**src/rtl/alu_writeback_pkg.sv**
```systemverilog
// -----------------------------------------------------------------------------
// alu_writeback_pkg
// Constants shared by the ALU writeback path and any branch logic that
// evaluates the same condition codes.
//   - CC_* : bit positions inside the latched condition-code vector CCN.
//   - wb_cond_e : encodings of the 3-bit per-instruction condition select.
//   - CCN_W / COND_W : widths of the condition-code vector and the selector.
// -----------------------------------------------------------------------------
package alu_writeback_pkg;

    localparam int CCN_W  = 4;
    localparam int COND_W = 3;

    localparam int CC_SIGN   = 0;
    localparam int CC_CARRY  = 1;
    localparam int CC_ZERO   = 2;
    localparam int CC_PARITY = 3;

    typedef enum logic [COND_W-1:0] {
        COND_AL = 3'b000,
        COND_Z  = 3'b001,
        COND_NZ = 3'b010,
        COND_C  = 3'b011,
        COND_NC = 3'b100,
        COND_S  = 3'b101,
        COND_NS = 3'b110,
        COND_P  = 3'b111
    } wb_cond_e;

endpackage

```
**src/rtl/wb_cond_eval.sv**
```systemverilog
// -----------------------------------------------------------------------------
// wb_cond_eval
// Purely combinational condition evaluator. Reports whether the selected
// condition holds for the given condition codes.
// Ports:
//   CCN     in  4  condition codes: [0] sign, [1] carry, [2] zero, [3] parity
//   WB_COND in  3  condition select (see wb_cond_e)
//   PASS    out 1  1 when the selected condition is true
// -----------------------------------------------------------------------------
module wb_cond_eval
    import alu_writeback_pkg::*;
(
    input  logic [CCN_W-1:0]  CCN,
    input  logic [COND_W-1:0] WB_COND,
    output logic              PASS
);

    // Decode the condition select against the condition-code bits.
    always_comb begin
        PASS = 1'b0;
        case (wb_cond_e'(WB_COND))
            COND_AL: PASS = 1'b1;
            COND_Z:  PASS = CCN[CC_ZERO];
            COND_NZ: PASS = ~CCN[CC_ZERO];
            COND_C:  PASS = CCN[CC_CARRY];
            COND_NC: PASS = ~CCN[CC_CARRY];
            COND_S:  PASS = CCN[CC_SIGN];
            COND_NS: PASS = ~CCN[CC_SIGN];
            COND_P:  PASS = CCN[CC_PARITY];
            default: PASS = 1'b0;
        endcase
    end

endmodule

```
**src/rtl/alu_writeback.sv**
```systemverilog
// -----------------------------------------------------------------------------
// alu_writeback
// Consumer end of the ALU result path. A conditional write request either
// pushes {dest, result} into a small FIFO that drains to the register-file
// write port, or is squashed (COND_FAIL pulse). Pending entries are forwarded
// back to the operand muxes so they see results before the register file does.
// Ports:
//   CLK, RESET             clock; synchronous active-low reset
//   ALU_R, CCN             ALU result and latched condition codes
//   WB_ISSUE/DEST/COND     single-cycle write request, destination, condition
//   RF_ACK                 register file consumed the head entry
//   RF_WE/WADDR/WDATA      head entry (valid, destination, data)
//   WB_STALL               queue full, upstream must hold the request
//   COND_FAIL              one-cycle pulse after a squashed request
//   FWD_A_X / FWD_B_X      operand register indices to look up
//   FWD_x_HIT / FWD_x_DATA youngest pending entry matching that index
// -----------------------------------------------------------------------------
module alu_writeback
    import alu_writeback_pkg::*;
#(
    parameter int DEPTH  = 2,
    parameter int DATA_W = 16,
    parameter int REG_W  = 4
) (
    input  logic              CLK,
    input  logic              RESET,
    input  logic [DATA_W-1:0] ALU_R,
    input  logic [CCN_W-1:0]  CCN,
    input  logic              WB_ISSUE,
    input  logic [REG_W-1:0]  WB_DEST,
    input  logic [COND_W-1:0] WB_COND,
    input  logic              RF_ACK,
    output logic              RF_WE,
    output logic [REG_W-1:0]  RF_WADDR,
    output logic [DATA_W-1:0] RF_WDATA,
    output logic              WB_STALL,
    output logic              COND_FAIL,
    input  logic [REG_W-1:0]  FWD_A_X,
    input  logic [REG_W-1:0]  FWD_B_X,
    output logic              FWD_A_HIT,
    output logic [DATA_W-1:0] FWD_A_DATA,
    output logic              FWD_B_HIT,
    output logic [DATA_W-1:0] FWD_B_DATA
);

    localparam int PTR_W = (DEPTH > 1) ? $clog2(DEPTH) : 1;
    localparam int CNT_W = $clog2(DEPTH + 1);
    localparam logic [CNT_W-1:0] FULL_CNT = CNT_W'(DEPTH);

    logic [REG_W-1:0]  dest_r [DEPTH];
    logic [DATA_W-1:0] data_r [DEPTH];
    logic [PTR_W-1:0]  head_r;
    logic [PTR_W-1:0]  tail_r;
    logic [CNT_W-1:0]  count_r;
    logic              cond_fail_r;

    logic pass_s;
    logic full_s;
    logic empty_s;
    logic push_s;
    logic pop_s;
    logic squash_s;

    wb_cond_eval u_cond (
        .CCN     (CCN),
        .WB_COND (WB_COND),
        .PASS    (pass_s)
    );

    // Queue occupancy flags and the push / pop / squash decisions for this cycle.
    always_comb begin
        full_s   = (count_r == FULL_CNT);
        empty_s  = (count_r == {CNT_W{1'b0}});
        push_s   = WB_ISSUE & pass_s & ~full_s;
        pop_s    = RF_ACK & ~empty_s;
        // A failing condition is consumed even when the queue is full.
        squash_s = WB_ISSUE & ~pass_s;
    end

    // FIFO storage, pointers, occupancy and the squash pulse register.
    always_ff @(posedge CLK) begin
        if (!RESET) begin
            head_r      <= {PTR_W{1'b0}};
            tail_r      <= {PTR_W{1'b0}};
            count_r     <= {CNT_W{1'b0}};
            cond_fail_r <= 1'b0;
            for (int i = 0; i < DEPTH; i++) begin
                dest_r[i] <= {REG_W{1'b0}};
                data_r[i] <= {DATA_W{1'b0}};
            end
        end else begin
            cond_fail_r <= squash_s;
            if (push_s) begin
                dest_r[tail_r] <= WB_DEST;
                data_r[tail_r] <= ALU_R;
                // DEPTH is a power of two, so natural overflow wraps the pointer.
                tail_r         <= tail_r + 1'b1;
            end else begin
                tail_r <= tail_r;
            end
            if (pop_s) begin
                head_r <= head_r + 1'b1;
            end else begin
                head_r <= head_r;
            end
            case ({push_s, pop_s})
                2'b10:   count_r <= count_r + CNT_W'(1);
                2'b01:   count_r <= count_r - CNT_W'(1);
                default: count_r <= count_r;
            endcase
        end
    end

    // Register-file write port and status outputs, all decoded from state.
    always_comb begin
        RF_WE     = ~empty_s;
        WB_STALL  = full_s;
        COND_FAIL = cond_fail_r;
        if (empty_s) begin
            RF_WADDR = {REG_W{1'b0}};
            RF_WDATA = {DATA_W{1'b0}};
        end else begin
            RF_WADDR = dest_r[head_r];
            RF_WDATA = data_r[head_r];
        end
    end

    // Forwarding scan: walk valid entries oldest to youngest so the youngest
    // match overwrites older ones. Same-cycle pushes are not yet in storage.
    always_comb begin
        FWD_A_HIT  = 1'b0;
        FWD_A_DATA = {DATA_W{1'b0}};
        FWD_B_HIT  = 1'b0;
        FWD_B_DATA = {DATA_W{1'b0}};
        for (int i = 0; i < DEPTH; i++) begin
            FWD_A_HIT  = ((CNT_W'(i) < count_r) && (dest_r[head_r + PTR_W'(i)] == FWD_A_X))
                         ? 1'b1 : FWD_A_HIT;
            FWD_A_DATA = ((CNT_W'(i) < count_r) && (dest_r[head_r + PTR_W'(i)] == FWD_A_X))
                         ? data_r[head_r + PTR_W'(i)] : FWD_A_DATA;
            FWD_B_HIT  = ((CNT_W'(i) < count_r) && (dest_r[head_r + PTR_W'(i)] == FWD_B_X))
                         ? 1'b1 : FWD_B_HIT;
            FWD_B_DATA = ((CNT_W'(i) < count_r) && (dest_r[head_r + PTR_W'(i)] == FWD_B_X))
                         ? data_r[head_r + PTR_W'(i)] : FWD_B_DATA;
        end
    end

endmodule

```
**config.mk**
```make
export PLATFORM = sky130hd
export DESIGN_NAME = alu_writeback
export DESIGN_NICKNAME = d
export VERILOG_FILES = /design/src/rtl/alu_writeback_pkg.sv /design/src/rtl/wb_cond_eval.sv /design/src/rtl/alu_writeback.sv
export SDC_FILE = /design/constraint.sdc
export NUM_CORES = 1
export LEC_CHECK = 0
export CAP_MARGIN = 20
export CORE_MARGIN = 10
export CORE_UTILIZATION = 52
export CTS_CLUSTER_SIZE = 16
export DETAILED_ROUTE_END_ITERATION = 10
export HOLD_SLACK_MARGIN = 0.02
export PLACE_DENSITY = 0.93
export SLEW_MARGIN = 30
export SYNTH_ARGS = -nofsm -noshare
export SYNTH_HDL_FRONTEND = slang
export SYNTH_SLANG_ARGS = --single-unit
```
**constraint.sdc**
```tcl
create_clock -name CLK -period 5.6 [get_ports CLK]
set_input_delay 0.56 -clock CLK [delete_from_list [all_inputs] [get_ports CLK]]
set_output_delay 0.56 -clock CLK [all_outputs]
set_load 0.02 [all_outputs]
```
# ---- Word level (Yosys, flattened, before mapping)
# Memory sizes are Yosys's and may differ from the RTL's. A register that Yosys moved wholly into a read port is not among the register bits.
# Cells that the tools add are included.
# Widths: inputs -> output; s select.
dict set report word_totals {
  mem_count 2
  word_cells 71
  out_inout_bits 57
  ramBits 40
  in_bits 39
  ff_bits 5
}
# name words word_bits read_ports rd_ports_with_merged_regs write_ports line
set mem_list {}
lappend mem_list {data_r 2 16 2 1 2 alu_writeback.sv:51} ;# logic [DATA_W-1:0] data_r [DEPTH];
lappend mem_list {dest_r 2 4 2 1 2 alu_writeback.sv:50} ;# logic [REG_W-1:0] dest_r [DEPTH];
dict set report classes {
  mux 26
  n_lt_le_gt_ge 2
  n_bitwise 10
  n_eq_ne 14
  reduce_logical 9
  n_addsub 4
}
# operator n
set op_table {}
lappend op_table {{$mux 16} 6}
lappend op_table {{$eq 4x4->1} 4}
lappend op_table {{$mux 1} 16}
lappend op_table {{$reduce_or 16->1} 1}
lappend op_table {{$eq 3x3->1 const B} 4}
lappend op_table {{$mux 4} 2}
lappend op_table {{$pmux 1 s8} 1}
lappend op_table {{$eq 3x2->1 const B} 2}
lappend op_table {{$not 1->1} 6}
lappend op_table {{$and 1x1->1} 4}
lappend op_table {{$eq 2x2->1 const B} 2}
lappend op_table {{$logic_and 1x1->1} 4}
lappend op_table {{$lt 1x2->1 const A} 2}
lappend op_table {{$pmux 2 s2} 1}
lappend op_table {{$reduce_or 4->1} 1}
lappend op_table {{$eq 3x1->1 const B} 1}
lappend op_table {{$logic_not 3->1} 1}
lappend op_table {{$add 1x1->1 const B} 2}
lappend op_table {{$add 2x1->2 const B} 1}
lappend op_table {{$eq 2x1->1 const B} 1}
lappend op_table {{$logic_not 2->1} 1}
lappend op_table {{$reduce_bool 2->1} 1}
lappend op_table {{$sub 2x1->2 const B} 1}

# ---- Logic depth before layout (Yosys ltp)
dict set report depth {
  ltp_word 9
  mapped_depth 9
  depth_no_buf 8
}

# ---- By module
# A second synthesis with hierarchy kept.
dict set report hier_totals {
  cells_unflattened 281
  hier_area_um2 3169.3
}
# module cells_per_inst seq_area_each_um2 instances area_per_inst_um2
set modules_own_cells {}
lappend modules_own_cells {alu_writeback 272 1321.3 1 3105.5}
lappend modules_own_cells {wb_cond_eval 9 0.0 1 63.8}

# ---- Worst setup path before layout
# OpenSTA, ideal clock, no wires.
dict set report synth_path {
  path_type {input to register}
  from {input port CCN[1]}
  to {memory data_r[0][0], enable pin}
  stages 5
  slack_ns 2.857
  setup_ns 0.400
  path_buffers 0
  arrival_time_ns 2.343
  t_required_ns 5.200
  path_cell_list {nor2b_1 a211o_1 a311oi_1 nand2_1 o21ai_1}
}
# element line
set synth_rtl {}
lappend synth_rtl {{start: declaration} alu_writeback.sv:28} ;# input logic [CCN_W-1:0] CCN,
lappend synth_rtl {{end: declaration} alu_writeback.sv:51}

# ---- Final worst setup path
dict set report layout_path {
  from {register head_r}
  to {output port FWD_B_DATA[0]}
}
dict set report layout_via {
  elab_chain_cells 5
  word_cells_on_any_way 6
  classes_between {add/sub: 1; eq/ne: 1; mux: 1; reduce/logical: 1; memory: 2}
}
# element line
set layout_rtl {}
lappend layout_rtl {{start: declaration} alu_writeback.sv:52} ;# logic [PTR_W-1:0] head_r;
lappend layout_rtl {{start signal: assignment} alu_writeback.sv:83} ;# head_r <= {PTR_W{1'b0}};
lappend layout_rtl {{start signal: assignment} alu_writeback.sv:102} ;# head_r <= head_r + 1'b1;
lappend layout_rtl {{start signal: assignment} alu_writeback.sv:104} ;# head_r <= head_r;
lappend layout_rtl {{$add 1x1->1 (*)} {alu_writeback.sv:142, alu_writeback.sv:143}}
lappend layout_rtl {{$mem_v2 2x4} n/a}
lappend layout_rtl {{$eq 4x4->1} alu_writeback.sv:142} ;# FWD_B_DATA = ((CNT_W'(i) < count_r) && (dest_r[head_r + PTR_W'(i)] == FWD_B_X))
lappend layout_rtl {{$logic_and 1x1->1} alu_writeback.sv:142}
lappend layout_rtl {{$mux 16 (*)} alu_writeback.sv:143} ;# ? data_r[head_r + PTR_W'(i)] : FWD_B_DATA;
lappend layout_rtl {{end: declaration} alu_writeback.sv:43} ;# output logic [DATA_W-1:0] FWD_B_DATA
# Every way passes the cells marked *; elsewhere a longest branch is shown, timed or not.

==> impl_metrics.ini <==
[synth]
synth_edf_count = 40
yosysSeqAreaShare_pct = 38.90
synth.net_count = 404
synth_cells = 361
yosys_warnings = 0
synth.avg_cell_area_um2 = 9.410
synthFlopType = edfxtp_1
synth.distinct_cells = 37
netlist_area_mm2 = 0.003397
ys_ff_latch = 46
async_reset_ff_share_pct = 0

[setup_path]
critical_path.max_fanout = 20
r2r_cells = 5
cp_cell_sequence = buf_4 -> mux2i_1 -> mux2i_1 -> nand4_1 -> o211ai_1 -> nand2_1 -> clkdlybuf4s50_1
crit_arrival_ns = 3.84
crit_path_frequent_cell = mux2i_1
reg2reg_from = count_r[0]
worst_path_largest_cell_delay_ns = 0.73
crit_family = buffers and inverters
critPathRequiredTime_ns = 5.04
regToRegSetupSlack_ns = 2.90
cpMaxStageDelayCell = nand4_1
end_kind = output port
crit_buf_inv = 2
setup.worst_path.class = register to output port
startpoint_type = register
r2r_end = data_r[1][10]

[place]
place_inst = 513
place.gp.congestion = 0.8833
io_buffers = 95
dp_hpwl_um = 7293
dpl_worst_slack_ns = 1.622

[floorplan]
start_util_pct = 53.50
core_mm2 = 0.006350
num_rows = 29
io_pins = 96
die_y_um = 100.8
dieArea_mm2 = 0.01017
die_w_um = 100.8

[sta]
setup_viol = 0
max_freq_mhz = 227.0
rsz0062_at_grt = no
setup_tns_ns = 0
relSlewSlack_pct = 37.07
post-route-period-util_pct = 78.66
fin_crit_ns = 4.405
worst_pin_slew_ns = 0.9440
finalMaxSlewViolations = 0
hold_viol = 0
fin_ws_ns = 1.195
fin_skew_ns = 0.008311

[drt]
drc = 0
vias_per_cell = 5.751
drtIter0Drc = 255
drt.antenna.violating_nets = 0
drt-total-wl_um = 9908
dr.pass1.iters = 5
avgRoutedWirePerCell_um = 18.94
num_vias = 3008

[clocking]
cts_resized = 0
clkSinkCount = 46
clkTransAtPathRegs_ns = 0.08
cts_root_buf = clkbuf_8
cts_buffers = 5
postCtsHoldBufs = 0
cts_setup_buffers = 0
clk_path_buf_depth = 2
insertion_delay_ns = 0.30
cts_tree = built
cts_htree_levels = 2

[layout]
syn2layout_area_growth_pct = 32.71
n_fill_cell = 439
finalNonFillerCells = 523
nets = 488
drive_gt1_share_pct = 5.605
n_antenna_cell = 0

[global_route]
grt_max_degree = 37
grt_remaining_overflow = 0
grt_use_total_pct = 18.70
antenna_found_initial = 0
grt_pass1_vias = 3141
grt_pass1_wl_um = 15340

[power_and_ir_drop]
irDropWorstVdd_mv = 0.1918
leakage_nw = 1.762
p_per_area_mw_per_mm2 = 325.3

[min_path]
hold_path.class = register to register
hold_start = count_r[0]
hold_end = count_r[0]
holdPathStages = 2

[job]
maxCapViolCount = 0

[outcome]
outcome = finished clean
state kept, by name (all words and copies together), names as in the netlist, named ones only:
name,count
dest_r,8
head_r,1
data_r,32
COND_FAIL,1
count_r,2
tail_r,1
cells in the final DEF (no fill, tap or decap), types with 2 or more instances in the layout:
cell type         n
o21ai_0          33
xor2_1            7
inv_1             3
edfxtp_1         40
mux2i_2           3
nand2_1          35
o211ai_1         32
nor4_4            2
clkbuf_8          5
a311oi_1          2
xnor2_1           8
nor2b_1          34
o21a_1           16
nor4b_2           2
mux2i_1           9
nor2_1            7
nand2b_1          2
clkdlybuf4s50_1  95
and2b_1           2
buf_4             2
bufinv_16         2
ha_1              4
and4_1            2
and2_1           77
dfxtp_1           5
how the worst max path moves through the flow:
| stage | start | endpoint | slack (ns) | depth (start not counted) |
|---|---|---|---|---|
| floorplan | CCN[1] | data_r[0][0] | 2.86 | 5 |
| global placement | register | FWD_A_DATA[13] | 1.65 | 6 |
| detailed placement | head_r | FWD_B_DATA[12] | 1.62 | 7 |
| CTS | head_r | FWD_B_DATA[0] | 1.24 | 7 |
| global route | head_r | FWD_B_DATA[12] | 0.95 | 7 |
| finish | head_r | FWD_B_DATA[0] | 1.20 | 7 |
power by group:
group | switching (mW) | internal (mW)
sequential | 0.0682 | 0.423
combinational | 0.388 | 0.298
clock | 0.110 | 0.179
total | 0.567 | 0.900
cell families after synthesis:
| logic type | count (synthesis) | share of synthesized area [%] |
|---|---|---|
| simple gates | 169 | 29.95 |
| compound gates | 90 | 17.94 |
| flops | 46 | 38.90 |
| buf+inv | 25 | 4.015 |
| xor+xnor | 15 | 3.868 |
| mux | 12 | 3.868 |
| fa+ha+maj | 4 | 1.473 |
metrics by stage:
step / cell area, um2 / total power, mW / hold WS, ns / utilization (%)
after global placement: 4334 / 1.143 / 0.5961 / 68.26
after CTS: 4481 / 1.461 / 0.6588 / 70.56
after detailed placement: 4343 / 1.172 / 0.6402 / 68.39
after global routing: 4508 / 1.541 / 0.6865 / 71.00
after floorplan: 3397 / 0.9198 / 0.5711 / -
final: 4508 / 1.466 / 0.6528 / 71.00
worst register-to-register path, cell delays in order, from the launching register on:
cell and delay, ns:
dfxtp_1 0.39, inv_1 0.08, ha_1 0.23, a311oi_1 0.36
and4_1 0.69, nand2b_2 0.60
layout make-up:
type,instances,area (um2),share of cell area [%]
clock buffers,5,68.82,1.527
inverters,4,15.01,0.3331
repair buffers,98,977.2,21.68
flip-flops and latches,46,1323,29.34
clock inverters,3,68.82,1.527
well taps,77,96.34,2.137
multi-input cells,290,1959,43.46
metal layers:
metal	track usage, %	routed length, um	vias up
met2	33.07	5123	132
met1	20.89	3819	1427
met5	0	0	-
li1	-	-	1439
met3	4.321	831	10
met4	7.935	133	0
Yosys cell counts (3+ instances only):
library cell	count	area (um2)
edfxtp_1	40	1201
clkbuf_1	7	26.28
nand2b_1	3	18.77
ha_1	4	50.05
mux2i_2	3	41.29
buf_6	4	45.04
o211ai_1	32	240.2
buf_2	10	50.05
nor2b_1	34	212.7
dfxtp_1	6	120.1
xnor2_1	8	70.07
o21ai_0	33	165.2
nand2_1	35	131.4
and2_1	77	481.7
mux2i_1	9	90.09
o21a_1	16	120.1
xor2_1	7	61.31
inv_1	3	11.26
nor2_1	7	26.28
(Power assumes the default switching activity.)
